$ cat src/rtl/discharge_feedback_stat.sv
// Gap-state statistics: windowed mean voltage and short/open ratios published as a 32-bit
// feedback word with a one-cycle update strobe, plus a sustained short-circuit alarm.
module discharge_feedback_stat #(
  parameter int unsigned LOG2_WIN   = 16,
  parameter logic [15:0] V_OPEN_TH  = 16'd3000,
  parameter logic [15:0] V_SHORT_TH = 16'd500,
  parameter logic [15:0] I_TH       = 16'd200,
  parameter logic [15:0] SHORT_HOLD = 16'd100
) (
  input  logic        clk,
  input  logic        rst_n,
  input  logic        enable,
  input  logic        sample_valid,
  input  logic [15:0] sample_current,
  input  logic [15:0] sample_voltage,
  output logic [31:0] feedback_data,
  output logic        feedback_update,
  output logic        short_alarm
);

  localparam int unsigned VsumW = 16 + LOG2_WIN;
  localparam int unsigned CntW  = LOG2_WIN + 1;

  typedef enum logic {StIdle, StAccum} state_e;

  state_e              state_q, state_d;
  logic [VsumW-1:0]    vsum_q, vsum_d;
  logic [CntW-1:0]     scnt_q, scnt_d;
  logic [CntW-1:0]     ocnt_q, ocnt_d;
  logic [LOG2_WIN-1:0] wcnt_q, wcnt_d;
  logic [31:0]         fb_q, fb_d;
  logic                upd_q, upd_d;
  logic [15:0]         run_q, run_d;
  logic                alarm_q, alarm_d;

  logic                is_short, is_open, accept, win_end;
  logic [VsumW-1:0]    vsum_fin;
  logic [CntW-1:0]     scnt_fin, ocnt_fin;

  function automatic logic [7:0] sat_ratio(input logic [CntW-1:0] cnt);
    logic [8:0] r;
    r = cnt[LOG2_WIN -: 9];
    return r[8] ? 8'hFF : r[7:0];
  endfunction

  assign is_short = (sample_voltage < V_SHORT_TH) && (sample_current >= I_TH);
  assign is_open  = (sample_voltage > V_OPEN_TH) && (sample_current < I_TH);

  // The window-ending sample still counts when enable drops in the same cycle.
  assign accept  = sample_valid && (enable || ((state_q == StAccum) && (&wcnt_q)));
  assign win_end = accept && (&wcnt_q);

  assign vsum_fin = vsum_q + VsumW'(sample_voltage);
  assign scnt_fin = scnt_q + CntW'(is_short);
  assign ocnt_fin = ocnt_q + CntW'(is_open);

  always_comb begin
    state_d = state_q;
    vsum_d  = vsum_q;
    scnt_d  = scnt_q;
    ocnt_d  = ocnt_q;
    wcnt_d  = wcnt_q;
    fb_d    = fb_q;
    upd_d   = 1'b0;
    run_d   = run_q;

    if (accept) begin
      vsum_d = vsum_fin;
      scnt_d = scnt_fin;
      ocnt_d = ocnt_fin;
      wcnt_d = wcnt_q + LOG2_WIN'(1);
    end

    if (win_end) begin
      fb_d   = {vsum_fin[VsumW-1 -: 16], sat_ratio(scnt_fin), sat_ratio(ocnt_fin)};
      upd_d  = 1'b1;
      vsum_d = '0;
      scnt_d = '0;
      ocnt_d = '0;
    end

    if (enable) begin
      state_d = StAccum;
    end else begin
      state_d = StIdle;
      vsum_d  = '0;
      scnt_d  = '0;
      ocnt_d  = '0;
      wcnt_d  = '0;
    end

    if (!enable) begin
      run_d = '0;
    end else if (sample_valid) begin
      run_d = is_short ? ((&run_q) ? run_q : run_q + 16'd1) : 16'd0;
    end
    alarm_d = (run_d != 16'd0) && (run_d >= SHORT_HOLD);
  end

  always_ff @(posedge clk or negedge rst_n) begin
    if (!rst_n) begin
      state_q <= StIdle;
      vsum_q  <= '0;
      scnt_q  <= '0;
      ocnt_q  <= '0;
      wcnt_q  <= '0;
      fb_q    <= '0;
      upd_q   <= 1'b0;
      run_q   <= '0;
      alarm_q <= 1'b0;
    end else begin
      state_q <= state_d;
      vsum_q  <= vsum_d;
      scnt_q  <= scnt_d;
      ocnt_q  <= ocnt_d;
      wcnt_q  <= wcnt_d;
      fb_q    <= fb_d;
      upd_q   <= upd_d;
      run_q   <= run_d;
      alarm_q <= alarm_d;
    end
  end

  assign feedback_data   = fb_q;
  assign feedback_update = upd_q;
  assign short_alarm     = alarm_q;

endmodule
$ cat config.mk
export PLATFORM = sky130hd
export DESIGN_NAME = discharge_feedback_stat
export DESIGN_NICKNAME = d
export VERILOG_FILES = /design/src/rtl/discharge_feedback_stat.sv
export SDC_FILE = /design/constraint.sdc
export NUM_CORES = 1
export LEC_CHECK = 0
export ABC_CLOCK_PERIOD_IN_PS = 3300
export BUFFER_PORTS_ARGS = -buffer_cell sky130_fd_sc_hd__buf_2
export CORE_ASPECT_RATIO = 1.25
export CORE_MARGIN = 3
export CORE_UTILIZATION = 37
export DETAILED_ROUTE_END_ITERATION = 16
export GPL_TIMING_DRIVEN = 0
export PLACE_DENSITY = 0.51
export SLEW_MARGIN = 0
export SYNTH_ARGS = -nofsm -noshare
export SYNTH_HDL_FRONTEND = slang
export SYNTH_SLANG_ARGS = --single-unit
$ cat constraint.sdc
create_clock -name clk -period 3.3 [get_ports clk]
set_input_delay 0.99 -clock clk [delete_from_list [all_inputs] [get_ports clk]]
set_output_delay 0.99 -clock clk [all_outputs]
set_load 0.02 [all_outputs]
* Word-level counts from Yosys, hierarchy flattened
Index checks and enable logic that the tools add are counted.
** Word-level totals
- Flip-flop bits (word level) :: 133
- Bits of input ports :: 36
- Word-level logic and storage cells :: 50
- Output and inout bits :: 34
** Operators by class
- Magnitude comparators :: 5
- Muxes and demuxes :: 19
- Reductions and logical operators :: 10
- Add/subtract/negate cells :: 5
- Equal/unequal tests :: 2
** Operators with widths (count)
- $mux 17 :: 6
- $mux 16 :: 6
- $mux 32 :: 3
- $add 17x1->17 :: 2
- $add 16x1->16 const B :: 2
- $add 32x16->32 :: 1
- $reduce_and 16->1 :: 2
- $ge 16x7->1 const B :: 1
- $ge 16x8->1 const B :: 1
- $gt 16x12->1 const B :: 1
- $lt 16x8->1 const B :: 1
- $lt 16x9->1 const B :: 1
- $mux 8 :: 2
- $reduce_bool 16->1 :: 1
- $logic_and 1x1->1 :: 6
- $ne 3x1->1 const B :: 1
- $mux 1 :: 2
- $ne 2x1->1 const B :: 1
- $logic_or 1x1->1 :: 1

* Longest topological paths before layout
Gate-level depths: netlist (run 1).
- Word-level depth :: 7
- Gate-level depth with buffers :: 14
- Mapped depth without buffers :: 13

* Worst setup path before layout (run 1)
Ideal clock, no wire load.
- Path kind :: input to register
- Start :: input port sample_voltage[14]
- End :: register fb_q[15] (netlist: feedback_data[15])
- Stages on the path :: 11
- Data required time :: 3.164 ns
- Arrival :: 3.410 ns
- Path slack :: -0.245 ns
- Library setup time :: 0.136 ns
- Path buffers :: 1
- Path through :: or4_1 -> nor4_1 -> o211a_1 -> ha_1 -> ha_1 -> clkbuf_1 -> nand4_1 -> or3_1 -> xnor2_1 -> nor2_1 -> a21oi_1
** Between the ends
- Word-level cells in the longest chain between the ends :: 4
** RTL lines
- start: declaration :: RTL line 15 : input logic [15:0] sample_voltage,
- $lt 16x9->1 :: RTL line 46 : assign is_short = (sample_voltage < V_SHORT_TH) && (sample_current >= I_TH);
- $logic_and 1x1->1 :: RTL line 46
- $add 17x1->17 :: RTL line 54 : assign scnt_fin = scnt_q + CntW'(is_short);
- $mux 8 :: RTL line 43 : return r[8] ? 8'hFF : r[7:0];
- end signal: assignment :: RTL line 107 : fb_q <= '0;
- end signal: assignment :: RTL line 117 : fb_q <= fb_d;
- end: declaration :: RTL line 31 : logic [31:0] fb_q, fb_d;
No other way between the ends.
A chain may end at the register's enable or synchronous reset.

* Final worst setup path (run 1)
Ends and elaborated chain as after synthesis.

==> results of run 1 <==
## Yosys cell counts (19+ instances only)
cell type  count  area, sq um
a21oi_1       48          240
and2_1        19          119
and3_1        21          131
clkbuf_1      22         82.6
dfrtp_1      133         3330
ha_1          22          275
nand2_1       90          338
nand3_1       41          205
nand4_1       21          131
nor2_1        77          289
o21ai_0       70          350
xnor2_1       44          385
xor2_1        34          298
## per-stage QoR
| step | hold WS [ns] | instances | total power, mW | worst slack (ns) |
|---|---|---|---|---|
| 2_1_floorplan | 0.454 | 824 | 2.01 | -0.0135 |
| 3_3_place_gp | 0.464 | 1155 | 2.16 | -0.784 |
| 3_5_place_dp | 0.470 | 1156 | 2.16 | -0.542 |
| 4_1_cts | 0.484 | 1189 | 4.24 | 0.00417 |
| 5_1_grt | 0.510 | 1192 | 4.38 | 0.00588 |
| 6_report | 0.476 | 1192 | 4.20 | 0.0975 |
## area by class of cell
type                            count  area (sq um)  area share (%)
Multi-Input combinational cell    636          4060            45.1
Sequential cell                   133          3330            37.0
Clock buffer                       18           439            4.88
Timing Repair Buffer               72           402            4.46
Tap cell                          265           332            3.68
Clock inverter                     14           200            2.22
Buffer                             36           173            1.92
Inverter                           18          67.6           0.751
## layout by cell type (no fill, tap or decap), types with 21 or more instances in the layout
master	netlist	final
nor2_1	77	74
a21oi_1	48	44
buf_2	9	74
dfrtp_1	133	133
xnor2_1	44	42
nand2_1	90	90
xor2_1	34	34
nand3_1	41	40
o21ai_0	70	70
nand4_1	21	21
## registers in the layout (all words and copies together) (netlist names)
name,cells
feedback_data,32
feedback_update,1
ocnt_q,17
run_q,16
scnt_q,17
short_alarm,1
state_q,1
vsum_q,32
wcnt_q,16
## cell families after synthesis
group / synth area share [%]
DFF: 44.5
and+or+nand+nor: 21.5
AOI/OAI and AO/OA: 17.2
buffers and inverters: 3.12
muxes: 0.668
xor gates and xnor gates: 9.12
adders and majority gates: 3.94
## path summary, 6_finish.rpt
path / startpoint / end / cells past startpoint
max: sample_voltage[14] / feedback_data[15] / 13
min: feedback_data[25] / feedback_data[25] / 2
max reg2reg: wcnt_q[0] / ocnt_q[7] / 8
min reg2reg: feedback_data[25] / feedback_data[25] / 2
max in group asynchronous: rst_n / vsum_q[2] / 2
min in group asynchronous: rst_n / short_alarm / 1
## power by group
group / internal [mW] / total (mW) / switching (mW)
registers: 1.66 / 1.69 / 0.0233
logic: 0.171 / 0.451 / 0.280
clock network: 1.29 / 2.06 / 0.769
total: 3.13 / 4.20 / 1.07
## what timing repair did
item | in CTS | in global routing
resized for setup | 2 | 14
setup buffers | 1 | 4
endpoints found under the setup margin | 17 | 31
pin swaps | 2 | 4
## worst max-delay path: cells and delay by family
family                   cells  cell delay [ns]
AO/OA/AOI/OAI                2             0.29
buffers and inverters        3             0.42
adder cells (fa/ha/maj)      2             0.31
AND/OR/NAND/NOR              5             1.33
XOR/XNOR                     1             0.14
## layer usage
| layer | vias to the layer above | wire length, um | global-route usage (%) |
|---|---|---|---|
| li1 | 3131 | - | - |
| met1 | 3067 | 8880 | 23.5 |
| met2 | 111 | 9510 | 31.7 |
| met3 | 19 | 670 | 3.17 |
| met4 | 0 | 233 | 5.10 |
| met5 | - | 0 | 0 |
==> impl_metrics.py, run 1 <==
metrics = {
    "sta": {
        "finalMaxSlewViolations": 0,
        "finalCritPeriodShare_pct": 97.0,
        "rsz0062_at_grt": "no",
        "fin_worst_skew_ns": 0.0135,
        "setup_viol": 0,
        "slew_headroom_pct": 44.8,
        "max_freq_ghz": 0.312,
        "finalSetupTns_ns": 0,
        "worstMarginPinSlew_ns": 0.822,
        "fin_crit_ns": 3.20,
        "hold_violations": 0,
    },
    "worst_setup_path": {
        "cp-start-kind": "primary input",
        "cp.required_ns": 3.59,
        "critPathSlowestCell": "or4_4",
        "crit_chain": "buf_2 -> or4_4 -> nor4_4 -> o211a_4 -> ha_4 -> ha_2 -> clkbuf_8 -> nand4_1 -> or3_4 -> xnor2_4 -> nor2_4 -> buf_4 -> a21oi_1",
        "crit_arrival_ns": 3.49,
        "crit_type": "in -> reg",
        "max_stage_delay_ns": 0.56,
        "r2r_setup_slack_ns": 0.53,
        "critPathCaptureType": "flip-flop",
        "cp_max_fo": 8,
    },
    "run_status": {
        "outcome": "completed",
    },
    "cells_and_area": {
        "final_nets": 973,
        "fin_util_pct": 45.7,
        "nFillCells": 1972,
        "n_antenna_cell": 0,
        "area_growth_pct": 20.2,
        "drive_gt1_share_pct": 15.9,
        "design_area_sq_mm": 0.00900,
    },
    "detailed_routing": {
        "routedWlPerCell_um": 16.2,
        "drtPass1Iterations": 4,
        "num_vias": 6328,
        "dr.first_iter.drc_count": 274,
        "ant_nets": 0,
        "avgViaCountPerCell": 5.31,
        "route.detailed.drc": 0,
        "wl_um": 19300,
    },
    "pwr": {
        "irDropWorstVdd_mv": 0.318,
        "cellLeakagePower_nw": 4.05,
        "p_per_area_mw_per_mm2": 467,
    },
    "global_route": {
        "grt_pass1_wl_um": 32400,
        "grtUsageTotal_pct": 18.2,
        "gr-total-overflow": 0,
        "grt_max_degree": 75,
        "antenna_found_initial": 0,
        "first_global_vias": 6367,
    },
    "logic_synthesis": {
        "synthFlopType": "dfrtp_1",
        "postSynthNetCount": 883,
        "syn_area_sq_mm": 0.00749,
        "synth.avg_cell_area_sq_um": 9.09,
        "ys_ff_latch": 133,
        "ys_seq_area_share_pct": 44.5,
        "synthArstFlopShare_pct": 100,
        "syn_inst": 824,
        "synth_edf_count": 0,
        "ys.warnings.count": 0,
        "synth_cell_types": 58,
    },
    "floorplan": {
        "die_area_sq_mm": 0.0220,
        "io_pins": 70,
        "rows": 57,
        "fp.coreArea_sq_mm": 0.0197,
        "die_y_um": 165,
        "start_util_pct": 38.0,
        "die_x_um": 133,
    },
    "clock_network": {
        "cts_made_buffers": 17,
        "cts.sinks": 133,
        "path_clk_slew_ns": 0.06,
        "clock_path_buffers": 2,
        "clk_latency_ns": 0.42,
        "cts-root-buf": "clkbuf_16",
        "cts_tree": "yes",
        "htreeDepth": 4,
        "cts_hold_buffers": 0,
    },
    "place": {
        "io_buffers": 66,
        "dp_hpwl_um": 13800,
        "placed_area_sq_mm": 0.00823,
        "place.gp.congestion": 0.803,
    },
    "min_path": {
        "hold_path_class": "reg -> reg",
    },
    "flow_run": {
        "drv_cap": 0,
    },
}
Power figures use the tool's default switching activity.
==> inputs of run 2 (changes only) <==
--- a/config.mk
+++ b/config.mk
@@ -10,3 +10,3 @@
 export CORE_ASPECT_RATIO = 1.25
-export CORE_MARGIN = 3
+export CORE_MARGIN = 8
 export CORE_UTILIZATION = 37
--- a/constraint.sdc
+++ b/constraint.sdc
@@ -3,2 +3,2 @@
 set_output_delay 0.99 -clock clk [all_outputs]
-set_load 0.02 [all_outputs]
+set_load 0.05 [all_outputs]
==> run 2 against run 1 <==
  * Global-route usage shrank 1.5 points
  * Final area up 0.32%
  * Clock power is 9% higher
  * Non-clock buffer count shrank 3
  * Clock-buffer cell count is the same
  * Die area up 14%
  * Maximum frequency is 0.80% higher
  * Critical path type unchanged
  * Critical endpoint is now feedback_data[10]
  * Largest cell class unchanged
==> impl_metrics.py, run 2 (same netlist as run 1, synthesis figures left out) <==
metrics = {
    "sta": {
        "setup_viol": 0,
        "max_freq_ghz": 0.315,
        "finalCritPeriodShare_pct": 96.3,
        "fin_worst_skew_ns": 0.00731,
        "worst_hold_slack_ns": 0.480,
        "hold_violations": 0,
        "finalMaxSlewViolations": 0,
        "setup_slack_ns": 0.123,
        "finalSetupTns_ns": 0,
        "worstMarginPinSlew_ns": 0.759,
        "slew_headroom_pct": 49.4,
        "rsz0062_at_grt": "no",
        "fin_crit_ns": 3.18,
    },
    "global_route": {
        "gr-total-overflow": 0,
        "antenna_found_initial": 0,
        "grtUsageTotal_pct": 16.7,
        "first_global_vias": 6544,
        "grt_pass1_wl_um": 33300,
        "grt_max_degree": 93,
    },
    "cells_and_area": {
        "n_antenna_cell": 0,
        "final_cell_mix": "dfrtp_1, nand2_1, buf_2, nor2_1, o21ai_0",
        "drive_gt1_share_pct": 15.2,
        "area_growth_pct": 20.6,
        "final_common_cell": "dfrtp_1",
        "fin_util_pct": 45.2,
        "nFillCells": 1989,
        "final_nets": 970,
    },
    "floorplan": {
        "rows": 58,
        "start_util_pct": 37.5,
        "io_pins": 70,
        "die_area_sq_mm": 0.0251,
        "fp.coreArea_sq_mm": 0.0200,
        "die_x_um": 143,
        "die_y_um": 175,
    },
    "worst_setup_path": {
        "cp_max_fo": 8,
        "path_common_cell": "ha_4",
        "crit_chain": "buf_2 -> or4_4 -> nor4_4 -> o211a_4 -> ha_4 -> ha_4 -> nand4_1 -> or3_4 -> xnor2_4 -> nor2_4 -> a21oi_1",
        "crit_type": "in -> reg",
        "max_stage_delay_ns": 0.55,
        "cp.required_ns": 3.59,
        "crit_arrival_ns": 3.47,
        "cp-start-kind": "primary input",
        "critPathSlowestCell": "or4_4",
        "crit_buf_inv": 1,
        "r2r_setup_slack_ns": 0.52,
        "critPathCaptureType": "flip-flop",
        "cp_top_family": "simple AND/OR/NAND/NOR gates",
    },
    "detailed_routing": {
        "route.detailed.drc": 0,
        "routedWlPerCell_um": 16.7,
        "avgViaCountPerCell": 5.29,
        "num_vias": 6312,
        "drtPass1Iterations": 4,
        "ant_nets": 0,
        "dr.first_iter.drc_count": 243,
        "wl_um": 19900,
    },
    "place": {
        "place.gp.congestion": 0.830,
        "place_ws_ns": -0.525,
        "io_buffers": 66,
        "dp_hpwl_um": 14100,
    },
    "clock_network": {
        "cts_made_buffers": 17,
        "cts-root-buf": "clkbuf_16",
        "path_clk_slew_ns": 0.06,
        "clock_path_buffers": 2,
        "htreeDepth": 4,
        "cts_tree": "yes",
        "cts.sinks": 133,
        "clk_latency_ns": 0.42,
    },
    "pwr": {
        "irDropWorstVdd_mv": 0.355,
        "p_per_area_mw_per_mm2": 486,
        "cellLeakagePower_nw": 4.05,
        "power_mw": 4.39,
    },
    "min_path": {
        "hold_path_class": "in -> async",
    },
    "flow_run": {
        "drv_cap": 0,
    },
    "run_status": {
        "outcome": "completed",
    },
}
==> run 2: area by class of cell <==
type	count	area (sq um)	share of cell area, %
multi-input combinational	636	4050	44.9
sequential	133	3330	36.9
clock buffer	18	439	4.86
timing repair buffer	71	394	4.37
tap	270	338	3.74
clock inverter	13	253	2.80
buffer	34	155	1.72
inverter	18	67.6	0.748
==> run 2: layer usage <==
metal / track usage, % / up-vias / wire length (um)
met5: 0 / - / 0
met4: 4.61 / 0 / 206
met3: 3.85 / 17 / 760
met2: 28.9 / 112 / 10000
met1: 20.3 / 3059 / 8930
li1: - / 3124 / -
==> run 2: where the power goes <==
| part | leakage, nW | internal [mW] | switching (mW) | total (mW) |
|---|---|---|---|---|
| Clock | 0.332 | 1.51 | 0.739 | 2.25 |
| Combinational | 1.88 | 0.171 | 0.281 | 0.452 |
| Sequential | 1.84 | 1.66 | 0.0234 | 1.69 |
==> run 2: worst register-to-register path: cells and delay by family, from the launching register on <==
kind,cells,cell delay (ns)
compound gates,6,1.57
flops,1,0.40
fa+ha+maj,1,0.38
simple gates,1,0.35
==> run 2: what timing repair did <==
item / CTS / global route
hold buffers: 0 / 0
gates cloned: 0 / 0
gates resized for setup: 2 / 12
setup buffers: 1 / 3
endpoints found under the setup margin: 16 / 33
pin swaps: 2 / 7
==> run 2: path summary, 6_finish.rpt <==
kind | from | endpoint | cells after the start
worst min-delay path | rst_n | short_alarm | 1
worst min register to register | feedback_data[18] | feedback_data[18] | 2
worst max register to register | vsum_q[6] | vsum_q[21] | 8
max in group asynchronous | rst_n | vsum_q[11] | 2
min in group clk | feedback_data[18] | feedback_data[18] | 2
worst max-delay path | sample_voltage[13] | feedback_data[10] | 11
==> run 2: metrics by stage <==
stage                     area [sq um]  std cells
after floorplan                   7530        824
after global placement            8200       1160
after detailed placement          8240       1161
after CTS                         8950       1193
after global routing              9030       1193
final                             9030       1193
